`src/rtl/xbus_mcast_ctrl.sv`:
```
// Row-bus (X-bus) multicast controller: filters tagged packets by row ID and delivers them to
// every column PE whose ID matches the column tag. Optional drop counter: XBUS_DROP_CNT_EN.
module xbus_mcast_ctrl #(
  parameter int unsigned DATA_WIDTH = 16,
  parameter int unsigned NUM_COL    = 4,
  parameter int unsigned NUM_ROW    = 4,
  parameter int unsigned NUM_TAG    = 4,
  parameter int unsigned FIFO_DEPTH = 4,
  localparam int unsigned RW = (NUM_ROW > 1) ? $clog2(NUM_ROW) : 1,
  localparam int unsigned CW = (NUM_TAG > 1) ? $clog2(NUM_TAG) : 1
) (
  input  logic                    clk_i,
  input  logic                    rst_ni,
  input  logic                    cfg_en_i,
  input  logic [RW-1:0]           cfg_row_id_i,
  input  logic [NUM_COL*CW-1:0]   cfg_col_id_i,
  input  logic                    in_valid_i,
  output logic                    in_ready_o,
  input  logic [RW-1:0]           in_row_tag_i,
  input  logic [CW-1:0]           in_col_tag_i,
  input  logic [DATA_WIDTH-1:0]   in_data_i,
  output logic [NUM_COL-1:0]      out_valid_o,
  input  logic [NUM_COL-1:0]      out_ready_i,
  output logic [DATA_WIDTH-1:0]   out_data_o,
  output logic                    busy_o
`ifdef XBUS_DROP_CNT_EN
  ,
  output logic [15:0]             drop_cnt_o
`endif
);

  localparam int unsigned PW = (FIFO_DEPTH > 1) ? $clog2(FIFO_DEPTH) : 1;
  localparam int unsigned EW = NUM_COL + DATA_WIDTH;
  localparam logic [PW:0] FullCnt = FIFO_DEPTH[PW:0];

  typedef enum logic [0:0] {StUncfg, StRun} state_e;

  state_e                  state_q;
  logic [RW-1:0]           row_id_q;
  logic [NUM_COL*CW-1:0]   col_id_q;
  logic [EW-1:0]           mem_q [FIFO_DEPTH];
  logic [PW-1:0]           wptr_q, rptr_q;
  logic [PW:0]             count_q;
  logic [NUM_COL-1:0]      pending_q;
  logic [DATA_WIDTH-1:0]   data_q;

  logic [NUM_COL-1:0]      col_match;
  logic [NUM_COL-1:0]      pending_nxt;
  logic                    fifo_full, fifo_empty;
  logic                    accept, push, pop, stage_free;

  always_comb begin
    col_match = '0;
    for (int c = 0; c < NUM_COL; c++) begin
      col_match[c] = (col_id_q[c*CW +: CW] == in_col_tag_i);
    end
  end

  assign fifo_full   = (count_q == FullCnt);
  assign fifo_empty  = (count_q == '0);
  assign in_ready_o  = (state_q == StRun) & ~fifo_full & ~cfg_en_i;
  assign accept      = in_valid_i & in_ready_o;
  // Packets for another row or with no matching column are consumed without a FIFO write.
  assign push        = accept & (in_row_tag_i == row_id_q) & (|col_match);

  // Stage frees up in the same cycle its last target handshakes, allowing 1 packet/cycle.
  assign pending_nxt = pending_q & ~out_ready_i;
  assign stage_free  = ~|pending_nxt;
  assign pop         = stage_free & ~fifo_empty;

  assign out_valid_o = pending_q;
  assign out_data_o  = (|pending_q) ? data_q : '0;
  assign busy_o      = ~fifo_empty | (|pending_q);

  // Storage only; a flush just resets the pointers, so the contents need no reset.
  always_ff @(posedge clk_i) begin
    if (push) begin
      mem_q[wptr_q] <= {col_match, in_data_i};
    end
  end

`ifdef XBUS_DROP_CNT_EN
  logic [15:0] drop_cnt_q;
  logic        drop;

  assign drop       = accept & ~push;
  assign drop_cnt_o = drop_cnt_q;

  always_ff @(posedge clk_i or negedge rst_ni) begin
    if (!rst_ni) begin
      drop_cnt_q <= '0;
    end else if (cfg_en_i) begin
      drop_cnt_q <= '0;
    end else if (drop && (drop_cnt_q != 16'hFFFF)) begin
      drop_cnt_q <= drop_cnt_q + 16'd1;
    end
  end
`endif

  always_ff @(posedge clk_i or negedge rst_ni) begin
    if (!rst_ni) begin
      state_q   <= StUncfg;
      row_id_q  <= '0;
      col_id_q  <= '0;
      wptr_q    <= '0;
      rptr_q    <= '0;
      count_q   <= '0;
      pending_q <= '0;
      data_q    <= '0;
    end else begin
      unique case (state_q)
        StUncfg: begin
          if (cfg_en_i) begin
            state_q  <= StRun;
            row_id_q <= cfg_row_id_i;
            col_id_q <= cfg_col_id_i;
          end
        end
        StRun: begin
          if (cfg_en_i) begin
            // Reconfigure and discard everything in flight without handshakes.
            row_id_q  <= cfg_row_id_i;
            col_id_q  <= cfg_col_id_i;
            wptr_q    <= '0;
            rptr_q    <= '0;
            count_q   <= '0;
            pending_q <= '0;
            data_q    <= '0;
          end else begin
            if (push) begin
              wptr_q <= wptr_q + 1'b1;
            end
            if (pop) begin
              rptr_q    <= rptr_q + 1'b1;
              pending_q <= mem_q[rptr_q][EW-1:DATA_WIDTH];
              data_q    <= mem_q[rptr_q][DATA_WIDTH-1:0];
            end else begin
              pending_q <= pending_nxt;
            end
            unique case ({push, pop})
              2'b10:   count_q <= count_q + 1'b1;
              2'b01:   count_q <= count_q - 1'b1;
              default: count_q <= count_q;
            endcase
          end
        end
        default: state_q <= StUncfg;
      endcase
    end
  end

endmodule

```
`config.mk`:
```
export PLATFORM = sky130hd
export DESIGN_NAME = xbus_mcast_ctrl
export DESIGN_NICKNAME = d
export VERILOG_FILES = /design/src/rtl/xbus_mcast_ctrl.sv
export SDC_FILE = /design/constraint.sdc
export NUM_CORES = 1
export LEC_CHECK = 0
export BUFFER_PORTS_ARGS = -buffer_cell sky130_fd_sc_hd__buf_2
export CORE_MARGIN = 10
export CORE_UTILIZATION = 25
export DETAILED_ROUTE_END_ITERATION = 10
export HOLD_SLACK_MARGIN = 0.03
export PLACE_DENSITY_LB_ADDON = 0.2
export SLEW_MARGIN = 20
export SYNTH_ARGS = -nofsm -noshare
export SYNTH_HDL_FRONTEND = slang
export SYNTH_SLANG_ARGS = --single-unit
```
`constraint.sdc`:
```
create_clock -name clk_i -period 7.4 [get_ports clk_i]
set_input_delay 0.37 -clock clk_i [delete_from_list [all_inputs] [get_ports clk_i]]
set_output_delay 0.37 -clock clk_i [all_outputs]
set_load 0.01 [all_outputs]
```
==> qor.yml <==
placed_design:
  dpl.cell_count: 606
  place_congestion: 0.7165
  dp.final_hpwl_mm: 7.329
  port_buffers: 59
detailed_routing:
  via_count: 2772
  route.detailed.drc: 0
  drt-pass1-iter-count: 4
  routed_wl_mm: 11.15
  wl_per_cell_um: 17.48
  drt_iter0_drc: 83
  ant_nets: 0
  avgViaCountPerCell: 4.345
cts:
  cts_tree: "built"
  clock_latency_ns: 0.41
  clock_tree.buffer_depth: 2
  post-cts-setup-buffers: 0
  numCtsBuffers: 17
  cts_hold_buf: 0
  cts_resized: 0
  cts_max_level: 4
  clk_pin_slew_ns: 0.05
  cts_sinks: 118
  cts-root-buf: "clkbuf_16"
synthesis:
  synthMostInstantiatedCell: "edfxtp_1"
  netlist_top_cells_area: "edfxtp_1 (49%), dfrtp_1 (19%), mux4_2 (9.2%)"
  synth_flop_cell: "edfxtp_1"
  yosysSeqAreaShare_pct: 68.70
  synth_enable_flop_cells: 80
  ys_async_sr_fraction_pct: 32.20
  synth_nets: 333
  synth_area_per_cell_um2: 16.83
  ys_types: 40
  ys_warn_count: 0
  synth_top_area_cell: "edfxtp_1"
  synth_common_cells: "edfxtp_1 (80), dfrtp_1 (38), mux4_2 (20), nor2b_1 (19), o2bb2ai_1 (17)"
  synth_top_area_share_pct: 49.22
  synthesis.area_um2: 4881
  ys_seq_elements: 118
  synthCells: 290
floorplan:
  ios: 60
  start_util_pct: 25.24
  die_height_um: 159.7
  die_area_um2: 25510
  rows: 51
  core_um2: 19330
  die-width_um: 159.7
critical_path:
  path_depth: 7
  path_cells: "nand2b_4, a2111oi_0, o311a_1, nor2_1, fa_1, or3_1, a311o_2"
  path_max_fanout: 11
  end_kind: "flip-flop"
  cp_num_buf_inv: 0
  r2r_slack_ns: 4.49
  critPathKind: "reg -> reg"
  cp_slowest_stage_delay_ns: 0.60
  cp.required_ns: 7.70
  startpoint: "state_q"
  start_kind: "flip-flop"
  r2r.worst_path.cells: 7
  worstPathArrival_ns: 3.21
  critPathTopFamily: "compound AO/OA/AOI/OAI gates"
  cp-endpoint: "count_q[2]"
  reg2reg_to: "count_q[2]"
  r2r-start: "state_q"
  slowest_stage: "dfrtp_1"
timing:
  skew_ns: 0.007673
  setup_violations: 0
  final-max-slew-violation-count: 0
  fin_tns_setup_ns: 0
  worstMarginPinSlew_ns: 1.038
  fin_crit_sh_pct: 39.37
  finalHoldViolCount: 0
  slew-limit-headroom_pct: 30.82
  max_freq_ghz: 0.3432
  min_period_ns: 2.913
  rsz0062_at_grt: "no"
global_route:
  grt_overflow: 0
  antenna_found_initial: 0
  first_global_vias: 3004
  grt_max_degree: 39
  grt_first_pass_wirelength_mm: 17.41
  grt_usage_pct: 8.984
pwr:
  p_int_mw: 1.580
  seq_power_share_pct: 38.4
  ir_worst_vdd_uv: 195.7
  power.combinational.fraction_pct: 25.2
  powerDensity_nw_per_um2: 367.7
  swShare_pct: 29.55
  p_leak_nw: 2.278
  clkPwrFrac_pct: 36.4
  power.switching_uw: 662.8
final_layout:
  n_fill_cell: 1896
  n_antenna_cell: 0
  area_growth_pct: 24.99
  drive_gt1_share_pct: 34.85
  final-instance-count-excl-fill: 638
  nets: 403
min_path:
  hold_path.class: "in -> async"
run:
  max_cap_viol_count: 0
outcome:
  outcome: "complete, no violations"
[worst reg2reg max path: cells and delay by family, from the launching register on]
kind	cells	cell delay [ns]
DFF	1	0.60
adders and majority gates	1	0.38
AOI/OAI and AO/OA	3	1.19
and+or+nand+nor	3	0.62
[logic make-up (layout without fill, tap and decap cells)]
family                   after synthesis  in the layout  synth area share, %
XOR/XNOR                              11             11                1.974
AND/OR/NAND/NOR                       45             45                5.127
multiplexers                          32             32                11.97
AO/OA/AOI/OAI                         55             55                8.818
buffers and inverters                 24            107                1.974
adder cells (fa/ha/maj)                5              5                1.436
flip-flops                           118            118                68.70
[state kept, by name, indices dropped and copies added, names as in the netlist]
name / cells
data_q: 16
state_q: 1
wptr_q: 2
out_valid_o: 4
row_id_q: 2
mem_q: 80
col_id_q: 8
count_q: 3
rptr_q: 2
[power by group through the flow]
stage,clock network (mW),registers [mW],logic [mW]
after floorplan,0,0.836,0.406
after global placement,0,0.875,0.569
after detailed placement,0,0.876,0.581
after CTS,0.835,0.865,0.583
after global routing,0.869,0.875,0.634
final,0.816,0.861,0.566
[cell usage in the layout (no fill, tap or decap), types with 2 or more instances in the layout]
master | Yosys | layout
nor2b_1 | 19 | 19
clkbuf_1 | 12 | 3
a22oi_1 | 16 | 16
buf_2 | 2 | 59
inv_1 | 7 | 7
nand2_1 | 3 | 3
o21ai_0 | 5 | 5
and2_1 | 4 | 4
clkbuf_8 | 0 | 2
xor2_1 | 10 | 10
o22ai_1 | 3 | 3
mux4_2 | 20 | 20
o2bb2ai_1 | 17 | 17
buf_4 | 1 | 8
nand3_1 | 2 | 2
nor2_1 | 11 | 11
ha_1 | 4 | 4
dfrtp_1 | 38 | 38
nand2b_1 | 2 | 2
edfxtp_1 | 80 | 80
clkinv_2 | 0 | 6
clkbuf_16 | 0 | 17
a22o_1 | 4 | 4
mux2_2 | 11 | 11
bufinv_16 | 0 | 3
[final cells by class]
cell class              count  area [um^2]  area share [%]
clock inverters            10        128.9           2.112
repair buffers             67        355.3           5.824
inverters                   8        30.03          0.4922
flip-flops and latches    118         3353           54.96
clock buffers              22        464.2           7.609
well taps                 265        331.6           5.435
multi-input cells         148         1438           23.56
[through the flow]
| stage | utilization [%] | area (um^2) | hold WS (ns) | setup slack, ns | power, mW |
|---|---|---|---|---|---|
| final | 31.55 | 6101 | 0.08596 | 4.487 | 2.243 |
| after detailed placement | 28.49 | 5508 | 0.4951 | 4.114 | 1.458 |
| after CTS | 31.55 | 6101 | 0.1259 | 4.444 | 2.283 |
| after floorplan | - | 4881 | 0.07441 | 4.796 | 1.242 |
| after global routing | 31.55 | 6101 | 0.1627 | 4.231 | 2.378 |
| after global placement | 28.49 | 5508 | 0.4844 | 4.298 | 1.444 |
[worst min path at each step]
stage	from	endpoint	slack, ns	depth (start not counted)
5_1_grt	rst_ni	state_q	0.16	1
3_3_place_gp	data_q[14]	data_q[14]	0.48	1
6_report	rst_ni	count_q[2]	0.09	1
3_5_place_dp	data_q[12]	data_q[12]	0.50	1
4_1_cts	rst_ni	col_id_q[1]	0.13	1
2_1_floorplan	rst_ni	col_id_q[0]	0.07	0
[metal layers]
layer,global-route usage (%),vias to the layer above,share of wire (%)
li1,-,1278,-
met1,10.27,1416,42
met2,14.79,58,51
met3,2.596,20,4.3
met4,5.097,0,2.7
met5,0,-,0
No activity file was read; power rests on OpenSTA's default activity.
